File: src/rtl/cpu_mem_pkg.sv
// Shared definitions for the memory-port arbiter: requester indices,
// requester count, FSM state encoding and a one-hot to index helper.
package cpu_mem_pkg;

  localparam int NREQ     = 3;
  localparam int IDX_W    = 2;
  localparam int REQ_IF   = 0;
  localparam int REQ_DATA = 1;
  localparam int REQ_EXT  = 2;

  typedef enum logic [1:0] {
    ST_IDLE = 2'd0,
    ST_BUSY = 2'd1,
    ST_DONE = 2'd2
  } state_t;

  // Index of the set bit in a one-hot requester vector (0 when empty).
  function automatic logic [IDX_W-1:0] onehot_to_idx(input logic [NREQ-1:0] oh);
    logic [IDX_W-1:0] idx;
    idx = '0;
    for (int i = 0; i < NREQ; i++) begin
      if (oh[i]) idx = IDX_W'(i);
    end
    return idx;
  endfunction

endpackage

File: src/rtl/arb_pick.sv
// Combinational winner selection for the memory-port arbiter.
// Build option ARB_ROUND_ROBIN_EN: rotating priority starting one after
// ptr (the last granted index). Otherwise fixed priority 2 > 1 > 0 and
// the ptr port does not exist.
module arb_pick
  import cpu_mem_pkg::*;
(
  input  logic [NREQ-1:0]  req,
`ifdef ARB_ROUND_ROBIN_EN
  input  logic [IDX_W-1:0] ptr,
`endif
  output logic [NREQ-1:0]  winner
);

`ifdef ARB_ROUND_ROBIN_EN
  // Scan from ptr+1 around the ring; the first active request wins.
  always_comb begin
    logic found;
    int   idx;
    winner = '0;
    found  = 1'b0;
    idx    = 0;
    for (int k = 1; k <= NREQ; k++) begin
      idx = (int'(ptr) + k) % NREQ;
      if (!found && req[idx]) begin
        winner[idx] = 1'b1;
        found       = 1'b1;
      end
    end
  end
`else
  // Fixed priority: boot/debug port first, then data, then fetch.
  always_comb begin
    winner = '0;
    if (req[REQ_EXT])       winner[REQ_EXT]  = 1'b1;
    else if (req[REQ_DATA]) winner[REQ_DATA] = 1'b1;
    else if (req[REQ_IF])   winner[REQ_IF]   = 1'b1;
  end
`endif

endmodule

File: src/rtl/mem_port_arbiter.sv
// Shares one single-port memory between instruction fetch, data and the
// external boot/debug port. One access at a time: IDLE -> BUSY (MEM_LAT
// cycles, mem_en in the first) -> DONE (one-cycle ack) -> IDLE.
// Build option ARB_ROUND_ROBIN_EN selects rotating priority with a pointer
// register updated on DONE; without it priority is fixed 2 > 1 > 0.
//
//  state   | meaning
//  --------+-------------------------------------------------------------
//  ST_IDLE | no access; arbitrate any pending request at the next edge
//  ST_BUSY | memory access in flight, cnt counts MEM_LAT-1 down to 0
//  ST_DONE | ack to winner for one cycle, grant still held
module mem_port_arbiter
  import cpu_mem_pkg::*;
#(
  parameter int AW      = 32,
  parameter int DW      = 32,
  parameter int MEM_LAT = 2
) (
  input  logic                 clk,
  input  logic                 reset,
  input  logic [NREQ-1:0]      req,
  input  logic [NREQ-1:0]      req_we,
  input  logic [NREQ*AW-1:0]   req_addr,
  input  logic [NREQ*DW-1:0]   req_wdata,
  output logic [NREQ-1:0]      gnt,
  output logic [NREQ-1:0]      ack,
  output logic [DW-1:0]        rdata,
  output logic                 busy,
  output logic                 mem_en,
  output logic                 mem_we,
  output logic [AW-1:0]        mem_addr,
  output logic [DW-1:0]        mem_wdata,
  input  logic [DW-1:0]        mem_rdata
);

  localparam int CW = (MEM_LAT > 1) ? $clog2(MEM_LAT) : 1;

  state_t           state, state_nxt;
  logic [CW-1:0]    cnt;
  logic             we_q;
  logic [NREQ-1:0]  winner;
  logic [IDX_W-1:0] win_idx;

`ifdef ARB_ROUND_ROBIN_EN
  logic [IDX_W-1:0] rr_ptr;

  arb_pick u_pick (
    .req    (req),
    .ptr    (rr_ptr),
    .winner (winner)
  );

  // Pointer remembers the last granted requester; it moves once per access.
  always_ff @(posedge clk or posedge reset) begin
    if (reset)                  rr_ptr <= '0;
    else if (state == ST_DONE)  rr_ptr <= onehot_to_idx(gnt);
  end
`else
  arb_pick u_pick (
    .req    (req),
    .winner (winner)
  );
`endif

  assign win_idx = onehot_to_idx(winner);

  // State register.
  always_ff @(posedge clk or posedge reset) begin
    if (reset) state <= ST_IDLE;
    else       state <= state_nxt;
  end

  // Next-state logic.
  always_comb begin
    state_nxt = state;
    case (state)
      ST_IDLE: if (|req)       state_nxt = ST_BUSY;
      ST_BUSY: if (cnt == '0)  state_nxt = ST_DONE;
      ST_DONE:                 state_nxt = ST_IDLE;
      default:                 state_nxt = ST_IDLE;
    endcase
  end

  // Access datapath: latch the winner's request, pulse mem_en, capture read data.
  always_ff @(posedge clk or posedge reset) begin
    if (reset) begin
      gnt       <= '0;
      cnt       <= '0;
      we_q      <= 1'b0;
      mem_en    <= 1'b0;
      mem_we    <= 1'b0;
      mem_addr  <= '0;
      mem_wdata <= '0;
      rdata     <= '0;
    end else begin
      case (state)
        ST_IDLE: begin
          if (|req) begin
            gnt       <= winner;
            cnt       <= CW'(MEM_LAT - 1);
            we_q      <= |(req_we & winner);
            mem_en    <= 1'b1;
            mem_we    <= |(req_we & winner);
            mem_addr  <= req_addr[int'(win_idx)*AW +: AW];
            mem_wdata <= req_wdata[int'(win_idx)*DW +: DW];
          end
        end
        ST_BUSY: begin
          mem_en <= 1'b0;
          mem_we <= 1'b0;
          if (cnt != '0)  cnt   <= cnt - 1'b1;
          else if (!we_q) rdata <= mem_rdata;
        end
        ST_DONE: begin
          gnt <= '0;
        end
        default: begin
          gnt    <= '0;
          mem_en <= 1'b0;
          mem_we <= 1'b0;
        end
      endcase
    end
  end

  assign ack  = (state == ST_DONE) ? gnt : '0;
  assign busy = (state != ST_IDLE);

endmodule

File: config.mk
export PLATFORM = sky130hd
export DESIGN_NAME = mem_port_arbiter
export DESIGN_NICKNAME = d
export VERILOG_FILES = /design/src/rtl/cpu_mem_pkg.sv /design/src/rtl/arb_pick.sv /design/src/rtl/mem_port_arbiter.sv
export SDC_FILE = /design/constraint.sdc
export NUM_CORES = 1
export LEC_CHECK = 0
export ABC_AREA = 1
export BUFFER_PORTS_ARGS = -buffer_cell sky130_fd_sc_hd__buf_2
export CORE_AREA = 4 4 128 130
export DETAILED_ROUTE_END_ITERATION = 8
export DIE_AREA = 0 0 132 134
export HOLD_SLACK_MARGIN = 0.08
export PLACE_DENSITY = 0.68
export SYNTH_ARGS = -nofsm -noshare
export SYNTH_HDL_FRONTEND = slang
export SYNTH_SLANG_ARGS = --single-unit
File: constraint.sdc
create_clock -name clk -period 3.35 [get_ports clk]
set_input_delay 0.1675 -clock clk [delete_from_list [all_inputs] [get_ports clk]]
set_output_delay 0.1675 -clock clk [all_outputs]
set_load 0.02 [all_outputs]
==> flow_summary.json, run 1 <==
{
  "vias_per_cell": 4.819,
  "critical_path_arrival_ns": 2.28,
  "antenna_found_initial": 0,
  "gp_congestion": 0.8703,
  "netlist_area_um2": 5298,
  "endpoint_kind": "flip-flop",
  "nets": 1317,
  "synth_seq_cells": 105,
  "max_slew_margin": 0.2230,
  "drv_slew": 0,
  "cts_root_buf": "clkbuf_16",
  "cts_tree": "done",
  "place_area_um2": 7069,
  "p_leak_nw": 4.495,
  "vias": 6163,
  "rsz0062_at_grt": "false",
  "clk_pin_slew_ns": 0.07,
  "cpLargestDelayFamily": "simple AND/OR/NAND/NOR gates",
  "ctsResizeCount": 0,
  "worst_slack_ns": 1.300,
  "htree_levels": 3,
  "crit_path_top_delay_cell": "nand2_1",
  "worstPathMaxFanout": 35,
  "drive_gt1_frac": 0.3367,
  "postCtsSetupBuffers": 0,
  "grt_pass1_wl_um": 29610,
  "fin_skew_ns": 0.009600,
  "syn_avg_cell_area_um2": 7.082,
  "status": "finished, final reports clean",
  "maxCapViolations": 0,
  "stdcell_area_um2": 7685,
  "tightest_slew_ns": 1.166,
  "dr.pass1.iters": 5,
  "grt_overflow": 0,
  "drt_iter0_markers": 349,
  "cts.hold.buffers_added": 33,
  "cts-buffers-inserted": 9,
  "timing.fmax_mhz": 487.8,
  "path_buf_inv": 1,
  "die_y_um": 134,
  "ios": 337,
  "grt_usage": 0.2071,
  "wire_per_inst_um": 14.95,
  "clock-sinks": 105,
  "final_common_cell": "nand2_1",
  "drc": 0,
  "std_cell_rows": 45,
  "ys_types": 13,
  "synth_nets": 980,
  "clk_latency_ns": 0.35,
  "hpwl_um": 13450,
  "dp_worst_setup_slack_ns": 1.353,
  "cp_cell_sequence": "nor2_2 -> buf_4 -> nand2_1 -> nand2_1 -> nand2_1",
  "period_minus_slack_ns": 2.050,
  "coreArea_um2": 15150,
  "port-buffer-count": 336,
  "place_inst": 1229,
  "synthCells": 748,
  "critPathRequiredTime_ns": 3.58,
  "power.density_nw_per_um2": 833.7,
  "cpMostUsedCell": "nand2_1",
  "hold_class": "in -> reg",
  "finalHoldViolCount": 0,
  "crit_type": "reg -> reg",
  "drtAntennaViolNets": 0,
  "grt_start_max_net_pins": 69,
  "final_cell_mix": "404 x nand2_1, 336 x buf_2, 166 x nand3_1",
  "fin_tns_setup_ns": 0,
  "synth-seq-area-share": 0.4960,
  "clock_path_buffers": 2,
  "setup_violations": 0,
  "ys_warn_count": 0,
  "grt_pass1_vias": 5830,
  "max-vdd-ir-drop_v": 0.0004769,
  "slowest_delay_ns": 0.73,
  "initial_core_util": 0.3498,
  "dieWidth_um": 132,
  "post-route-util": 0.5074,
  "worstSetupStartpointType": "flip-flop",
  "die-area_um2": 17690,
  "drt_wl_total_um": 19120,
  "area_delta_synth_final_pct": 45.06,
  "finalCritPeriodShare": 0.6120,
  "final_cells": 1279
}
[cell families after synthesis]
group,synth area share
simple gates,0.4513
compound gates,0.001890
buf+inv,0.05078
flops,0.4960
[stage by stage]
step                      total power [mW]  hold slack [ns]
after floorplan                      4.220           0.3122
after global routing                 6.888           0.1149
after CTS                            6.471          0.08996
after global placement               5.351           0.2831
after detailed placement             5.406           0.2864
final                                6.407           0.1006
[area by class of cell]
type / instances / area (um2)
Antenna cell: 1 / 2.502
Fill cell: 1524 / 7461
Multi-Input combinational cell: 581 / 2409
Inverter: 11 / 43.79
Sequential cell: 105 / 2628
Clock inverter: 3 / 22.52
Timing Repair Buffer: 377 / 2085
Tap cell: 188 / 235.2
Clock buffer: 13 / 260.3
[metal layers]
layer,up-vias,track usage,share of wire
met1,2802,0.2464,0.40
met4,0,0.08110,0.032
met5,-,0,0
li1,3035,-,-
met3,45,0.05776,0.080
met2,281,0.3563,0.49
[report_power, final]
group	internal (mW)	leakage, nW	switching, mW
combinational	0.985	3.05	2.20
sequential	1.88	1.30	0.330
clock	0.550	0.141	0.463
[registers in the layout, indices dropped and copies added (netlist names)]
signal	flops
rdata	32
we_q	1
state	2
mem_wdata	32
mem_en	1
gnt	3
mem_addr	32
mem_we	1
cnt	1
[worst paths after layout]
| check | cells after the start | startpoint | endpoint | slack (ns) |
|---|---|---|---|---|
| max in group asynchronous | 4 | reset | mem_wdata[31] | 2.19 |
| worst min register to register | 2 | mem_en | mem_en | 0.46 |
| worst max register to register | 5 | state[1] | rdata[14] | 1.30 |
| worst max-delay path | 5 | state[1] | rdata[14] | 1.30 |
| min in group asynchronous | 3 | reset | mem_wdata[19] | 0.44 |
| worst min-delay path | 3 | req[0] | gnt[0] | 0.10 |
[synth_stat cells]
cell type  number  share of area
nand2_1       404           0.29
inv_1           9         0.0064
buf_1           5         0.0035
nor2_2          3         0.0035
nand3_1       166           0.16
dfrtp_1       105           0.50
buf_4           2         0.0028
inv_2           2         0.0014
buf_2          23          0.022
nor2_1          5         0.0035
nand2_2         1         0.0012
o21ai_0         2         0.0019
clkbuf_1       21          0.015
[tightest hold or removal path, cell delays in order]
cell and delay [ns]:
buf_2 0.12, nand3_1 0.08, nand2_1 0.05
Power figures use the tool's default switching activity.
==> inputs of run 2 (changes only) <==
- ABC_AREA: 1 -> 0
- CORE_AREA: 4 4 128 130 -> 4 4 130 132
- DIE_AREA: 0 0 132 134 -> 0 0 134 136
- PLACE_DENSITY: 0.68 -> 0.67
- clock period: 3.35 -> 2.1 ns (I/O delays scaled with it)
==> run 2 against run 1 <==
Against the previous run: sequential power up 62%; clock skew fell by 0.0034 ns; synthesized area up 3.2%.
==> flow_summary.json, run 2 <==
{
  "status": "finished, final reports clean",
  "initial_core_util": 0.3479,
  "clock_path_buffers": 2,
  "synth_seq_cells": 105,
  "synth_nets": 704,
  "synthFlopType": "dfrtp_1",
  "grt_pass1_wl_um": 27260,
  "synthCells": 472,
  "max-vdd-ir-drop_v": 0.0005147,
  "die_y_um": 136,
  "pwr-share-clk": 0.160,
  "drc": 0,
  "antenna_found_initial": 0,
  "synth_edf_count": 0,
  "timing.fmax_mhz": 573.8,
  "drive_gt1_frac": 0.5251,
  "period_minus_slack_ns": 1.743,
  "combPwrFrac": 0.490,
  "maxCapViolations": 0,
  "drt_wl_total_um": 17750,
  "std_cell_rows": 46,
  "swShare": 0.4294,
  "fin_hold_ws_ns": 0.08881,
  "r2r-start": "state[0]",
  "vias_per_cell": 4.757,
  "worstPathMaxFanout": 68,
  "final_common_cell": "buf_2",
  "finalCritPeriodShare": 0.8299,
  "nets": 1105,
  "clk_pin_slew_ns": 0.08,
  "fillCellCount": 1417,
  "dieWidth_um": 134,
  "vias": 5204,
  "ys_types": 28,
  "critical_path_arrival_ns": 2.00,
  "ys_top_cells_by_area": "dfrtp_1 48%, mux2_2 20%, mux2i_1 12%",
  "cts_tree": "done",
  "grt_overflow": 0,
  "async_reset_ff_frac": 1.000,
  "yosysMostFrequentCell": "o21ai_0",
  "drv_slew": 0,
  "final_cells": 1094,
  "die-area_um2": 18220,
  "postCtsSetupBuffers": 0,
  "worst_slack_ns": 0.3573,
  "multi_input_area_um2": 2582,
  "setup_violations": 0,
  "crit_type": "reg -> reg",
  "coreArea_um2": 15710,
  "place_inst": 990,
  "p_int_mw": 5.812,
  "tightest_slew_ns": 0.7135,
  "antennaDiodeCount": 0,
  "ios": 337,
  "synth_commonest_cells": "114 x o21ai_0, 105 x dfrtp_1, 95 x mux2_2, 64 x mux2i_1, 18 x o21ai_1",
  "power.density_nw_per_um2": 1203,
  "reg_top3": "mem_addr (32), mem_wdata (32), rdata (32)",
  "gp_congestion": 0.7214,
  "synth_top_area_share": 0.4807,
  "seqPwrFrac": 0.350,
  "hold_class": "in -> reg",
  "worstSetupStartpointType": "flip-flop",
  "synth-seq-area-share": 0.4807,
  "seq_area_um2": 2628,
  "hold_start": "req_wdata[88]",
  "endpoint_kind": "flip-flop",
  "area_delta_synth_final_pct": 54.89,
  "cts-buffers-inserted": 9,
  "netlist_area_um2": 5466,
  "cts_root_buf": "clkbuf_16",
  "final_cell_mix": "335 x buf_2, 114 x o21ai_0, 105 x dfrtp_1",
  "p_leak_nw": 4.184,
  "switchingPower_mw": 4.374,
  "grt_pass1_vias": 5374,
  "grt_start_max_net_pins": 106,
  "clock-sinks": 105,
  "fin_skew_ns": 0.006190,
  "critPathRequiredTime_ns": 2.35,
  "finalHoldViolCount": 0,
  "critPathLaunch": "state[0]",
  "max_slew_margin": 0.5243,
  "drtAntennaViolNets": 0,
  "rsz0062_at_grt": "false",
  "wire_per_inst_um": 16.22,
  "grt_usage": 0.1879,
  "htree_levels": 3,
  "yosys.area.top_type": "dfrtp_1",
  "dr.pass1.iters": 4,
  "hpwl_um": 11810,
  "fin_tns_setup_ns": 0,
  "drt_iter0_markers": 167,
  "stdcell_area_um2": 8467,
  "place_area_um2": 7298,
  "port-buffer-count": 336,
  "dp_worst_setup_slack_ns": 0.3732,
  "ys_warn_count": 0,
  "clk_latency_ns": 0.35,
  "syn_avg_cell_area_um2": 11.58
}
## run 2: cell count changes after synthesis, moves of 4 or more
cell,previous run,this run
mux2i_1,0,64
clkbuf_2,0,4
o21ai_0,2,114
buf_2,23,12
inv_1,9,4
buf_4,2,8
buf_6,0,5
nand2_1,404,3
nand3_1,166,0
buf_1,5,0
mux2_2,0,95
o21ai_1,0,18
clkbuf_1,21,12
## run 2: path summary, 6_finish.rpt
| path | slack [ns] | cells after the start | to |
|---|---|---|---|
| worst max register to register | 0.36 | 3 | mem_addr[19] |
| worst min register to register | 0.49 | 1 | rdata[24] |
| worst min-delay path | 0.09 | 3 | mem_wdata[24] |
| max in group asynchronous | 1.19 | 4 | mem_wdata[1] |
| worst max-delay path | 0.36 | 3 | mem_addr[19] |
| min in group asynchronous | 0.47 | 4 | rdata[4] |
## run 2: power by group through the flow
stage	clock, mW	combinational (mW)	sequential, mW
2_1_floorplan	0	1.95	4.76
3_3_place_gp	0	4.82	3.55
3_5_place_dp	0	4.92	3.59
4_1_cts	1.70	5.04	3.57
5_1_grt	1.79	5.41	3.70
6_report	1.63	4.99	3.57
## run 2: cell type report
type / instances / share of cell area
Inverter: 4 / 0.002217
Timing Repair Buffer: 431 / 0.3165
Sequential cell: 105 / 0.3103
Clock inverter: 7 / 0.007389
Clock buffer: 9 / 0.02660
Tap cell: 216 / 0.03192
Multi-Input combinational cell: 322 / 0.3050
## run 2: timing repair
| item | CTS | global route |
|---|---|---|
| hold buffers | 88 | 0 |
| endpoints found under the hold margin | 192 | 0 |
| gates resized for setup | 0 | 0 |
## run 2: critical path, stage by stage (launching register included)
cell     delay (ns)
dfrtp_1        0.48
or2_2          0.38
or2_4          0.46
o21ai_0        0.28
## run 2: cell families after synthesis
logic type,share of synthesized area
multiplexers,0.3149
AO/OA/AOI/OAI,0.1312
flip-flops,0.4807
buffers and inverters,0.04692
AND/OR/NAND/NOR,0.02632
## run 2: layer usage
| metal | global-route usage | part of all wire |
|---|---|---|
| met4 | 0.06229 | 0.019 |
| met1 | 0.2109 | 0.38 |
| met3 | 0.05218 | 0.072 |
| met5 | 0 | 0 |
| met2 | 0.3439 | 0.53 |
## run 2: per-stage QoR
step | util | power, mW
after floorplan | - | 6.709
after global placement | 0.4645 | 8.377
after detailed placement | 0.4645 | 8.509
after CTS | 0.5389 | 10.30
after global routing | 0.5389 | 10.89
final | 0.5389 | 10.19
==> inputs of run 3 (changes only) <==
- clock period: 2.1 -> 1.8 ns (I/O delays scaled with it)
==> run 3 against run 2 <==
Against the previous run: fmax rose by 5.5%; first-iteration DRC count rose by 23%; clock-buffer cell count rose by 1; combinational power rose by 17%; highest routed layer unchanged; cell area rose by 1.2%; routed wire length fell by 1.6%; sequential power rose by 16%.
==> flow_summary.json, run 3 (synthesized netlist as in run 2, its figures left out) <==
{
  "status": "finished, final reports clean",
  "dieWidth_um": 134,
  "timing.fmax_mhz": 605.3,
  "period_minus_slack_ns": 1.652,
  "final_cell_mix": "335 x buf_2, 114 x o21ai_0, 105 x dfrtp_1",
  "max-vdd-ir-drop_v": 0.0006981,
  "std_cell_rows": 46,
  "max_slew_margin": 0.5413,
  "cts_tree": "done",
  "critical_path_arrival_ns": 1.90,
  "finalHoldViolCount": 0,
  "grt_start_max_net_pins": 106,
  "gp_congestion": 0.7495,
  "grt_overflow": 0,
  "seqPwrFrac": 0.346,
  "fin_hold_ws_ns": 0.08294,
  "worstPathMaxFanout": 68,
  "hold_class": "in -> reg",
  "initial_core_util": 0.3479,
  "die-area_um2": 18220,
  "crit_type": "reg -> reg",
  "vias": 5238,
  "hpwl_um": 11800,
  "cts_root_buf": "clkbuf_16",
  "final_common_cell": "buf_2",
  "fin_skew_ns": 0.009818,
  "antenna_found_initial": 0,
  "worstSetupStartpointType": "flip-flop",
  "drtAntennaViolNets": 0,
  "dr.pass1.iters": 4,
  "finalCritPeriodShare": 0.9178,
  "antennaDiodeCount": 0,
  "grt_pass1_wl_um": 27210,
  "drv_slew": 0,
  "swShare": 0.4188,
  "cts-buffers-inserted": 9,
  "clk_latency_ns": 0.34,
  "fillCellCount": 1406,
  "drt_iter0_markers": 206,
  "tightest_slew_ns": 0.6880,
  "clock_path_buffers": 2,
  "rsz0062_at_grt": "false",
  "seq_area_um2": 2628,
  "cp_cell_sequence": "or2_2 -> or2_4 -> o21ai_0",
  "hold_start": "req_wdata[90]",
  "multi_input_area_um2": 2582,
  "port-buffer-count": 336,
  "area_delta_synth_final_pct": 56.72,
  "wire_per_inst_um": 15.86,
  "r2r-start": "state[0]",
  "vias_per_cell": 4.757,
  "grt_pass1_vias": 5441,
  "drc": 0,
  "switchingPower_mw": 5.029,
  "critPathLaunch": "state[0]",
  "fin_tns_setup_ns": 0,
  "drive_gt1_frac": 0.5232,
  "stdcell_area_um2": 8567,
  "p_int_mw": 6.980,
  "grt_usage": 0.1868,
  "endpoint_kind": "flip-flop",
  "coreArea_um2": 15710,
  "place_area_um2": 7326,
  "reg_top3": "mem_addr (32), mem_wdata (32), rdata (32)",
  "power.density_nw_per_um2": 1402,
  "clock-sinks": 105,
  "maxCapViolations": 0,
  "combPwrFrac": 0.485,
  "p_leak_nw": 4.233,
  "htree_levels": 3,
  "pwr-share-clk": 0.169,
  "nets": 1112,
  "clk_pin_slew_ns": 0.07,
  "drt_wl_total_um": 17470,
  "setup_violations": 0,
  "slowest_delay_ns": 0.46,
  "critPathRequiredTime_ns": 2.05,
  "ios": 337,
  "die_y_um": 136,
  "crit_path_top_delay_cell": "or2_4"
}
[run 3: cell count changes in the layout (fill, tap and decap cells not counted), sizes merged]
cell	delta
dlygate4sd3	+5
buf	+2
bufinv	+1
clkbuf	+1
clkinv	-1
clkinvlp	-1
[run 3: final timing paths]
check                           slack, ns  cells after the start            end
min in group asynchronous            0.45                      4       rdata[4]
max in group asynchronous            0.87                      4   mem_wdata[8]
worst min register to register       0.48                      1      rdata[24]
worst min-delay path                 0.08                      3  mem_wdata[26]
worst max-delay path                 0.15                      3   mem_addr[25]
worst max register to register       0.15                      3   mem_addr[25]
[run 3: metrics by stage]
step           total power, mW  worst slack, ns  instances    util
2_1_floorplan            7.828           0.3391        472       -
3_3_place_gp             9.790           0.2520        992  0.4662
3_5_place_dp             9.933           0.1463        992  0.4662
4_1_cts                  12.16           0.1134       1101  0.5452
5_1_grt                  12.86          0.01701       1101  0.5452
6_report                 12.01           0.1480       1101  0.5452
[run 3: power by group through the flow]
stage | clock [mW] | combinational (mW) | sequential [mW]
floorplan | 0 | 2.28 | 5.55
global placement | 0 | 5.65 | 4.14
detailed placement | 0 | 5.76 | 4.17
CTS | 2.11 | 5.90 | 4.15
global route | 2.21 | 6.35 | 4.31
finish | 2.03 | 5.83 | 4.15
[run 3: cell type report]
type                    count  share of cell area
clock inverters             6            0.008325
repair buffers            438              0.3219
multi-input cells         322              0.3014
inverters                   4            0.002191
clock buffers              10             0.02790
flip-flops and latches    105              0.3067
well taps                 216             0.03155
[run 3: metal layers]
layer	vias up	routed length, um	GRT usage
met1	2478	6717	0.2108
li1	2522	-	-
met4	0	381	0.07257
met3	28	1136	0.04182
met5	-	0	0
met2	210	9231	0.3431
[run 3: critical path, delay by kind of cell, from the launching register on]
kind,cells,cell delay (ns)
and+or+nand+nor,2,0.81
AOI/OAI and AO/OA,1,0.28
DFF,1,0.42
[run 3: repair_timing]
action                    CTS  global route
hold endpoints to repair  197             0
setup buffers               0             0
hold buffers               93             0
gates resized for setup     0             0
